$ cat src/rtl/button_event_capture.sv
// Synchronises and debounces eight push-button pins and latches sticky press (and optionally
// release) events. Build with `BTN_RELEASE_EVENT_EN defined to add sticky release events.
module button_event_capture #(
    parameter int DEBOUNCE_CYCLES = 100000
) (
    input  logic       clk,
    input  logic       rst_n,
    input  logic [7:0] BUTTON,
    input  logic       CLR_VALID,
    input  logic [7:0] CLR_MASK,
    input  logic       IRQ_EN,
    output logic [7:0] BTN_STATE,
    output logic [7:0] BTN_EVENT,
    output logic [7:0] BTN_REL_EVENT,
    output logic       IRQ
);

    localparam int CW = $clog2(DEBOUNCE_CYCLES + 1);
    localparam logic [CW-1:0] CNT_LAST = CW'(DEBOUNCE_CYCLES - 1);

    logic [7:0]    s1;
    logic [7:0]    s2;
    logic [CW-1:0] cnt     [8];
    logic [CW-1:0] cnt_nxt [8];
    logic [7:0]    state_nxt;
    logic [7:0]    press_edge;
    logic [7:0]    clr_bits;
    logic [7:0]    evt_nxt;
    logic          pending;

    always_ff @(posedge clk or negedge rst_n) begin
        if (!rst_n) begin
            s1 <= 8'h00;
            s2 <= 8'h00;
        end else begin
            s1 <= BUTTON;
            s2 <= s1;
        end
    end

    // A level change is accepted only after the counter has seen it for the full window;
    // any return to the current level restarts the count from zero.
    always_comb begin
        state_nxt = BTN_STATE;
        for (int i = 0; i < 8; i++) begin
            cnt_nxt[i] = '0;
            if (s2[i] != BTN_STATE[i]) begin
                if (cnt[i] == CNT_LAST) begin
                    state_nxt[i] = s2[i];
                end else begin
                    cnt_nxt[i] = cnt[i] + CW'(1);
                end
            end
        end
    end

    always_ff @(posedge clk or negedge rst_n) begin
        if (!rst_n) begin
            for (int i = 0; i < 8; i++) begin
                cnt[i] <= '0;
            end
            BTN_STATE <= 8'h00;
        end else begin
            for (int i = 0; i < 8; i++) begin
                cnt[i] <= cnt_nxt[i];
            end
            BTN_STATE <= state_nxt;
        end
    end

    // Set has priority over a coincident clear so no press is ever lost.
    always_comb begin
        press_edge = state_nxt & ~BTN_STATE;
        clr_bits   = CLR_VALID ? CLR_MASK : 8'h00;
        evt_nxt    = (BTN_EVENT & ~clr_bits) | press_edge;
    end

    always_ff @(posedge clk or negedge rst_n) begin
        if (!rst_n) begin
            BTN_EVENT <= 8'h00;
        end else begin
            BTN_EVENT <= evt_nxt;
        end
    end

`ifdef BTN_RELEASE_EVENT_EN
    logic [7:0] rel_edge;
    logic [7:0] rel_nxt;

    always_comb begin
        rel_edge = BTN_STATE & ~state_nxt;
        rel_nxt  = (BTN_REL_EVENT & ~clr_bits) | rel_edge;
    end

    always_ff @(posedge clk or negedge rst_n) begin
        if (!rst_n) begin
            BTN_REL_EVENT <= 8'h00;
        end else begin
            BTN_REL_EVENT <= rel_nxt;
        end
    end
`else
    assign BTN_REL_EVENT = 8'h00;
`endif

    assign pending = (|BTN_EVENT) | (|BTN_REL_EVENT);

    always_ff @(posedge clk or negedge rst_n) begin
        if (!rst_n) begin
            IRQ <= 1'b0;
        end else begin
            IRQ <= IRQ_EN & pending;
        end
    end

endmodule

$ cat config.mk
export PLATFORM = sky130hd
export DESIGN_NAME = button_event_capture
export DESIGN_NICKNAME = d
export VERILOG_FILES = /design/src/rtl/button_event_capture.sv
export SDC_FILE = /design/constraint.sdc
export NUM_CORES = 1
export LEC_CHECK = 0
export BUFFER_PORTS_ARGS = -buffer_cell sky130_fd_sc_hd__buf_2
export CORE_MARGIN = 4
export CORE_UTILIZATION = 55
export CTS_CLUSTER_DIAMETER = 200
export CTS_CLUSTER_SIZE = 28
export DETAILED_ROUTE_END_ITERATION = 8
export HOLD_SLACK_MARGIN = 0.03
export PLACE_DENSITY = 0.73
export SLEW_MARGIN = 20
export SYNTH_ARGS = -nofsm -noshare
export SYNTH_HDL_FRONTEND = slang
export SYNTH_SLANG_ARGS = --single-unit
$ cat constraint.sdc
create_clock -name clk -period 4 [get_ports clk]
set_input_delay 0.2 -clock clk [delete_from_list [all_inputs] [get_ports clk]]
set_output_delay 0.2 -clock clk [all_outputs]
set_load 0.02 [all_outputs]
==> flow_results.org, run 1 <==
** Outcome
- Run status :: completed

** Floorplanning
- Num ports :: 45
- Die area :: 16400 um2
- Effective utilization at floorplan :: 56.6%
- After floorplanning, the core was divided into 43 placement rows.
- Die span in y :: 128 um
- From left edge to right edge, the die measures 128 um.
- Placeable core region :: 14000 um2

** Power
- Share of total power in the clock network :: 45.5%
- The internal portion of the total power is 2.71 mW.
- Summed over all cells, the static leakage comes to 3.72 nW.
- Peak ir drop on the vdd network :: 0.353 mV
- In this run, the combinational gates consume 3.7% of the power.
- Net switching is 22.0% of the power.
- Dividing total power by cell area gives a power density of 391 nW/um2.
- Share of power burned in registers :: 50.8%
- In this run the power spent charging and discharging nets is 766 uW.
- Pwr Total :: 3.48 mW

** Job
- Across the run, the number of max-cap violations was 0.

** Global route
- Maximum number of pins on one net before global-route repair :: 120
- Via count of the first global-routing pass :: 5757
- The first global-routing pass estimated 27.3 mm of wire.
- GR Layer Usage met1 :: 27.7%
- M2 GR Usage :: 32.5%
- Number of antenna violations at the first check in global routing :: 0
- Gr ovfl total :: 0
- For met3 alone, demand over resource in global routing was 4.92%.
- After global routing, the most crowded layer is met2.
- Overall Global Routing Usage :: 20.5%

** Placement
- Detailed placer's ending HPWL :: 10.2 mm
- At the end of routability-driven placement, the weighted congestion stood at 0.879.
- Input and output buffers added on the ports amount to 36.
- Total instance count after detailed placement :: 975

** Worst setup path
- Data on the critical path arrives at its endpoint at 2.31 ns.
- Along the worst path, the maximum fanout reaches 17.
- Worst R2R End :: cnt[2]
- Data required time of the worst path :: 4.28 ns
- Worst reg-to-reg setup slack :: 1.97 ns
- Measured in cells, the most critical reg-to-reg path has a length of 4.
- Crit path capture type :: flip-flop
- The worst setup path is of the reg2reg kind.
- STA classifies the critical path startpoint as a flip-flop.
- The startpoint identified for the worst register-to-register timing path is cnt[5].

** Timing
- Clock period minus worst slack :: 2.03 ns
- Setup repair after global routing left no endpoint under its margin.
- The count of final max-slew check failures was 0.
- The worst pin sits at a relative slew slack of 38.4%.
- Final period util :: 50.7%
- Final Skew :: 0.00665 ns
- At the pin with the least slew margin, the transition time is 0.924 ns.
- Post-route worst hold slack :: 0.0501 ns
- Setup violations remaining at the end of the flow were counted as 0.
- Fin. Hold Viols :: 0
- Final TNS setup :: 0 ns
- Derived from the worst setup path, the maximum achievable clock frequency is 0.493 GHz.

** Hold path
- The path class of the tightest hold or removal check is in2reg.
- For hold timing, the worst endpoint is BTN_EVENT[0].
- Worst hold path startpoint :: CLR_MASK[0]
- Along the worst hold path, the cell count comes to 4.

** Synth
- For this run, asynchronously set or reset flops after synthesis account for 100%.
- Synthesized area divided by synthesized cell count :: 10.2 um2
- Yosys warnings :: 0
- The cell area that synthesis handed to floorplanning was 7950 um2.
- Register area share after synthesis :: 53.2%
- In the synthesized netlist the dominant register cell turns out to be sky130_fd_sc_hd__dfrtp_1.
- Netlist cell types :: 43
- Synthesis produced 777 cells.
- After synthesis the netlist holds a flip-flop and latch count of 169.
- The synthesized design contains 0 enable-type register cells.

** Detailed routing
- The detailed router finished its first iteration with 442 violations.
- Residual DRC :: 0
- The detailed router placed 5718 vias in this run.
- Dividing the detail-routed via count by the number of cells gives 5.63.
- Final WL :: 15.3 mm
- In this run the remaining antenna-violating nets after routing total 0.
- Routed length per placed instance :: 15.1 um
- The first detailed-routing pass took 5 iterations.

** Finish
- The final layout contains 851 nets.
- Number of non-filler instances in the completed layout :: 1016
- Area growth from synthesis to layout :: 12.1%
- The number of antenna diodes in the final layout is 0.
- Utilization after layout :: 63.4%
- Layout cell share with drive strength beyond 1 :: 9.69%

** Clock tree
- TritonCTS clock tree :: yes
- Number of clock buffers inserted by TritonCTS :: 17
- The clock drives 169 sinks.
- The tree is rooted in a sky130_fd_sc_hd__clkbuf_16.
- CTS built an H-tree with a depth of 4.
- Register clock-pin slew on the reported worst setup and hold paths :: 0.06 ns
- CTS max path bufs :: 2
- The later pin in the worst-skew pair is clocked with a latency of 0.43 ns.
-- critical path, cell delays in order, from the launching register on --
cell and delay (ns):
sky130_fd_sc_hd__dfrtp_1 0.43, sky130_fd_sc_hd__or4b_1 0.53, sky130_fd_sc_hd__nor3b_2 0.24, sky130_fd_sc_hd__a41o_1 0.56
sky130_fd_sc_hd__nor2_1 0.12
-- per-layer routing --
| layer | wire [um] | part of all wire [%] | up-vias |
|---|---|---|---|
| met3 | 721 | 4.7 | 18 |
| met4 | 222 | 1.4 | 0 |
| met5 | 0 | 0 | - |
| met1 | 7000 | 46 | 2783 |
| li1 | - | - | 2788 |
| met2 | 7390 | 48 | 129 |
-- cell families after synthesis --
| family | count (synthesis) | share of synthesized area [%] |
|---|---|---|
| AO/OA/AOI/OAI | 32 | 2.83 |
| buffers and inverters | 39 | 2.72 |
| XOR/XNOR | 119 | 13.1 |
| AND/OR/NAND/NOR | 401 | 25.7 |
| adder cells (fa/ha/maj) | 8 | 1.26 |
| flip-flops | 169 | 53.2 |
| multiplexers | 8 | 1.13 |
| other | 1 | 0.0472 |
-- power groups by stage --
stage	Sequential, mW	Clock (mW)	Combinational [mW]
6_report	1.77	1.58	0.130
5_1_grt	1.77	1.71	0.154
4_1_cts	1.77	1.63	0.134
3_5_place_dp	1.80	0	0.125
3_3_place_gp	1.80	0	0.122
2_1_floorplan	1.79	0	0.0772
-- worst max-delay path by stage --
stage | from | endpoint | slack [ns]
2_1_floorplan | cnt[102] | cnt[111] | 2.26
3_3_place_gp | cnt[102] | cnt[106] | 1.87
3_5_place_dp | cnt[102] | cnt[115] | 1.73
4_1_cts | cnt[102] | cnt[111] | 1.73
5_1_grt | cnt[68] | cnt[76] | 1.80
6_report | cnt[5] | cnt[2] | 1.97
-- synthesized netlist by cell type, types with 8 or more instances --
library cell / number / area share, %
sky130_fd_sc_hd__buf_2: 10 / 0.63
sky130_fd_sc_hd__dfrtp_1: 169 / 53
sky130_fd_sc_hd__inv_1: 12 / 0.57
sky130_fd_sc_hd__xnor2_1: 72 / 7.9
sky130_fd_sc_hd__nor3_1: 30 / 1.9
sky130_fd_sc_hd__nand3_1: 40 / 2.5
sky130_fd_sc_hd__nor2_1: 131 / 6.2
sky130_fd_sc_hd__and4_1: 12 / 1.3
sky130_fd_sc_hd__nand4_1: 45 / 3.5
sky130_fd_sc_hd__ha_1: 8 / 1.3
sky130_fd_sc_hd__buf_4: 9 / 0.85
sky130_fd_sc_hd__o21ai_0: 9 / 0.57
sky130_fd_sc_hd__nor4_1: 32 / 2.5
sky130_fd_sc_hd__a21oi_1: 9 / 0.57
sky130_fd_sc_hd__nand2_1: 62 / 2.9
sky130_fd_sc_hd__and3_1: 9 / 0.71
sky130_fd_sc_hd__xor2_1: 47 / 5.2
sky130_fd_sc_hd__mux2_2: 8 / 1.1
-- cell usage in the layout, fill, tap and decap left out, types with 5 or more instances in the layout --
cell type | Yosys | routed
sky130_fd_sc_hd__o31ai_1 | 5 | 5
sky130_fd_sc_hd__conb_1 | 1 | 8
sky130_fd_sc_hd__buf_2 | 10 | 35
sky130_fd_sc_hd__or3_1 | 5 | 5
sky130_fd_sc_hd__xnor2_1 | 72 | 72
sky130_fd_sc_hd__nor2_1 | 131 | 131
sky130_fd_sc_hd__ha_1 | 8 | 8
sky130_fd_sc_hd__mux2_2 | 8 | 8
sky130_fd_sc_hd__nand3_1 | 40 | 40
sky130_fd_sc_hd__nor4_1 | 32 | 32
sky130_fd_sc_hd__nor3_1 | 30 | 30
sky130_fd_sc_hd__nand4_1 | 45 | 45
sky130_fd_sc_hd__inv_1 | 12 | 12
sky130_fd_sc_hd__and3_1 | 9 | 9
sky130_fd_sc_hd__xor2_1 | 47 | 47
sky130_fd_sc_hd__dlygate4sd3_1 | 0 | 9
sky130_fd_sc_hd__clkbuf_16 | 0 | 17
sky130_fd_sc_hd__or4_1 | 5 | 5
sky130_fd_sc_hd__nor4b_1 | 6 | 6
sky130_fd_sc_hd__o21ai_0 | 9 | 9
sky130_fd_sc_hd__nor4bb_1 | 6 | 6
sky130_fd_sc_hd__and4_1 | 12 | 12
sky130_fd_sc_hd__a21oi_1 | 9 | 9
sky130_fd_sc_hd__dfrtp_1 | 169 | 169
sky130_fd_sc_hd__nand2_1 | 62 | 62
sky130_fd_sc_hd__nand2b_1 | 6 | 6
-- state kept, by name (all words and copies together), names as in the netlist --
| name | cells |
|---|---|
| BTN_EVENT | 8 |
| BTN_STATE | 8 |
| IRQ | 1 |
| cnt | 136 |
| s1 | 8 |
| s2 | 8 |
-- per-stage QoR --
stage	cell area (um2)	setup WS (ns)
after floorplan	7980	2.26
after global placement	8230	1.87
after detailed placement	8230	1.73
after CTS	8900	1.73
after global routing	8910	1.80
final	8910	1.97
-- timing repair --
action                                 in CTS  in global routing
buffers inserted                            0                  0
hold buffers                                9                  0
endpoints found under the hold margin     125                  0
resized for setup                           0                  0
setup endpoints to repair                   0                  0
-- layout make-up --
class	count	area, um2
clock buffers	22	454
flip-flops and latches	169	4230
inverters	12	45.0
repair buffers	47	294
well taps	180	225
multi-input cells	576	3540
clock inverters	10	121
fillers	1116	5130
Note: power is estimated with default switching activity, not from simulation.
==> inputs of run 2 (changes only) <==
--- a/config.mk
+++ b/config.mk
@@ -12,7 +12,7 @@
 export CTS_CLUSTER_SIZE = 28
 export DETAILED_ROUTE_END_ITERATION = 8
 export HOLD_SLACK_MARGIN = 0.03
-export PLACE_DENSITY = 0.73
+export PLACE_DENSITY = 0.76
 export SLEW_MARGIN = 20
 export SYNTH_ARGS = -nofsm -noshare
 export SYNTH_HDL_FRONTEND = slang
==> constraint.sdc (replaced) <==
create_clock -name clk -period 1.79 [get_ports clk]
set_input_delay 0.0895 -clock clk [delete_from_list [all_inputs] [get_ports clk]]
set_output_delay 0.0895 -clock clk [all_outputs]
set_load 0.02 [all_outputs]
==> run 2 against run 1 <==
Combinational power rose to 2.7 times the previous value. Critical path depth is 1 higher. Count of clock-buffer cells in the layout unchanged. First-iteration DRC count increased by 10%. Highest routed layer unchanged. Sequential power up 120%. Largest power group unchanged. Global-route usage up 0.081 points. Clock power up 130%. Worst hold slack got worse by 0.0033 ns. Non-clock buffer count increased by 37. Die area did not move. Maximum frequency grew 13%. Register-to-register slack lost 2.0 ns.
==> flow_results.org, run 2 (same netlist as run 1, synthesis figures left out) <==
** Outcome
- The flow ran to the end, and the final reports show no timing, DRC or antenna violations.

** Worst setup path
- Largest fanout on the critical path :: 14
- The critical path ends at cnt[66].
- STA classifies the critical path endpoint as a flip-flop.
- Arrival time worst endpoint :: 2.09 ns
- Stages on the worst setup path :: 5
- The largest individual stage delay along the critical path comes from the cell sky130_fd_sc_hd__dfrtp_1.
- The critical path starts at cnt[57].
- Class of the most critical setup path :: reg2reg
- The worst register-to-register path ends at cnt[66].
- Counting cells, the worst reg-to-reg path comes to 5.
- Launching element type of the critical path :: flip-flop
- Number of buffers and inverters on the critical path :: 1
- Reg2reg start :: cnt[57]
- Gate family responsible for the most delay along the worst path :: simple AND/OR/NAND/NOR gates
- In this design, the stage delay of the slowest critical-path cell is 0.43 ns.
- Across all register-to-register paths, the minimum setup slack is 0.001 ns.
- Data on the critical path is required at its endpoint by 2.09 ns.
- Cell-by-cell trace of the critical path :: nand4bb_1 -> nor4_1 -> a41o_1 -> buf_12 -> a21oi_1

** Timing
- Derived from the worst setup path, the maximum achievable clock frequency is 0.559 GHz.
- The worst path meets setup with 0.00131 ns of slack.
- Relative slew slack :: 63.4%
- Setup repair after global routing missed its margin :: yes
- Final Skew :: 0.00507 ns
- Pins over their slew limit :: 0
- Final setup violation count :: 0
- On the final layout, the worst hold slack is 0.0468 ns.
- Fin. Hold Viols :: 0
- Final period util :: 99.9%
- Clock period minus worst slack :: 1.79 ns
- Worst slew pin tran :: 0.550 ns

** Floorplanning
- The core region is 14000 um2.
- Num ports :: 45
- Number of placement rows :: 43
- Die extent in x :: 128 um
- The floorplan step defined a die boundary enclosing 16400 um2.
- Once the floorplan was initialized, standard cells occupied 56.6% of the core.
- The die is 128 um tall.

** Clock tree
- The root buffer cell chosen for the clock tree is sky130_fd_sc_hd__clkbuf_16.
- Clock latency of the later-clocked register in the worst-skew pair :: 0.42 ns
- Register clock-pin slew on the reported worst setup and hold paths :: 0.06 ns
- TritonCTS clock tree :: yes
- TritonCTS created 17 clock buffers.
- CTS saw 169 sinks.
- CTS max path bufs :: 2
- The H-tree generated during clock tree synthesis spans 4 levels.

** Detailed routing
- For this block, the routed nets add up to 16.1 mm of wire.
- After detailed routing, the number of remaining DRC violations is 0.
- Dividing the detail-routed via count by the number of cells gives 5.66.
- Routed length per placed instance :: 15.2 um
- The detail route stage leaves a number of antenna-violating nets equal to 0.
- Total iterations of the first detailed-routing run :: 5
- Vias post-DR :: 5956
- Number of design-rule violations left by the first detailed-router iteration :: 488

** Placement
- After legalization and detailed placement, the total HPWL measured 10.8 mm.
- Final Wtd Congestion :: 0.899
- Worst slack, placed :: 0.0275 ns
- Count of port buffers added during placement :: 36

** Global route
- The number of global-route vias before repair was 5878.
- The initial antenna violation count was 0.
- Gr ovfl total :: 0
- Wire length of the first global-routing pass :: 27.5 mm
- Maximum number of pins on one net before global-route repair :: 61
- Global routing used 20.5% of the available tracks.

** Finish
- Final net count :: 888
- Leaving out fill and tap cells, the most frequent cell in the layout is sky130_fd_sc_hd__dfrtp_1.
- cnt holds more flip-flops than any other register.
- Most frequent cells in the layout :: sky130_fd_sc_hd__dfrtp_1 (169), sky130_fd_sc_hd__nor2_1 (131), sky130_fd_sc_hd__xnor2_1 (72)
- The area growth from synthesis to layout is 17.3%.
- Flip-flop count of the largest register after layout :: 136
- The repair_antennas step left the layout with diodes totalling 0.
- Utilization after layout :: 66.4%
- In the final layout, the share of cells above drive strength 1 is 14.2%.

** Power
- Pleak :: 3.94 nW
- VDD sags by at most 0.736 mV.
- Power per cell area :: 858 nW/um2

** Job
- Across the run, the number of max-cap violations was 0.

** Hold path
- The tightest min-delay check is of the in2reg type.
-- run 2: changes by cell type in the layout (fill, tap and decap cells not counted), sizes merged --
cell,before,now
dlygate4sd3,9,17
clkinvlp,4,3
inv,12,13
buf,37,67
clkbuf,23,22
-- run 2: tightest hold or removal path, delay by kind of cell --
kind	cells	cell delay, ns
AOI/OAI and AO/OA	1	0.10
and+or+nand+nor	2	0.15
buffers and inverters	1	0.07
-- run 2: how the worst min path moves through the flow --
stage / to / from / slack [ns] / depth (start not counted)
2_1_floorplan: BTN_EVENT[0] / rst_n / -0.21 / 0
3_3_place_gp: s2[2] / rst_n / 0.09 / 1
3_5_place_dp: s2[2] / rst_n / 0.1 / 1
4_1_cts: BTN_EVENT[7] / CLR_MASK[7] / 0.04 / 4
5_1_grt: BTN_EVENT[7] / CLR_MASK[7] / 0.04 / 4
6_report: BTN_EVENT[7] / CLR_MASK[7] / 0.05 / 4
-- run 2: area by class of cell --
type,count,area [um2]
Inverter,12,45.0
Sequential cell,169,4230
Clock buffer,22,494
Clock inverter,10,115
Multi-Input combinational cell,576,3580
Timing Repair Buffer,84,639
Tap cell,180,225
Fill cell,1034,4720
-- run 2: per-stage QoR --
stage	total power [mW]	cells	instance area (um2)	setup TNS [ns]
3_5_place_dp	4.34	1002	8480	0
6_report	8.00	1053	9330	0
4_1_cts	8.09	1051	9260	0
3_3_place_gp	4.32	1002	8480	0
5_1_grt	8.31	1053	9330	-0.660
2_1_floorplan	4.17	784	7980	0
-- run 2: report_power, final --
part	switching (mW)	leakage (nW)	internal [mW]
clock	1.47	0.295	2.24
combinational	0.212	1.34	0.137
sequential	0.0668	2.30	3.88
-- run 2: layer usage --
layer  wire length (um)  GRT usage (%)  vias up  share of wire (%)
met3                675           4.67       28                4.2
met2               8060           33.8      134                 50
met1               7030           27.0     2932                 44
li1                   -              -     2862                  -
met4                290           6.80        0                1.8
met5                  0              0        -                  0
-- run 2: what timing repair did --
action | 4_1_cts | 5_1_grt
setup buffers | 0 | 2
setup endpoints to repair | 0 | 26
hold endpoints to repair | 73 | 0
hold buffers | 17 | 0
gates resized for setup | 0 | 11
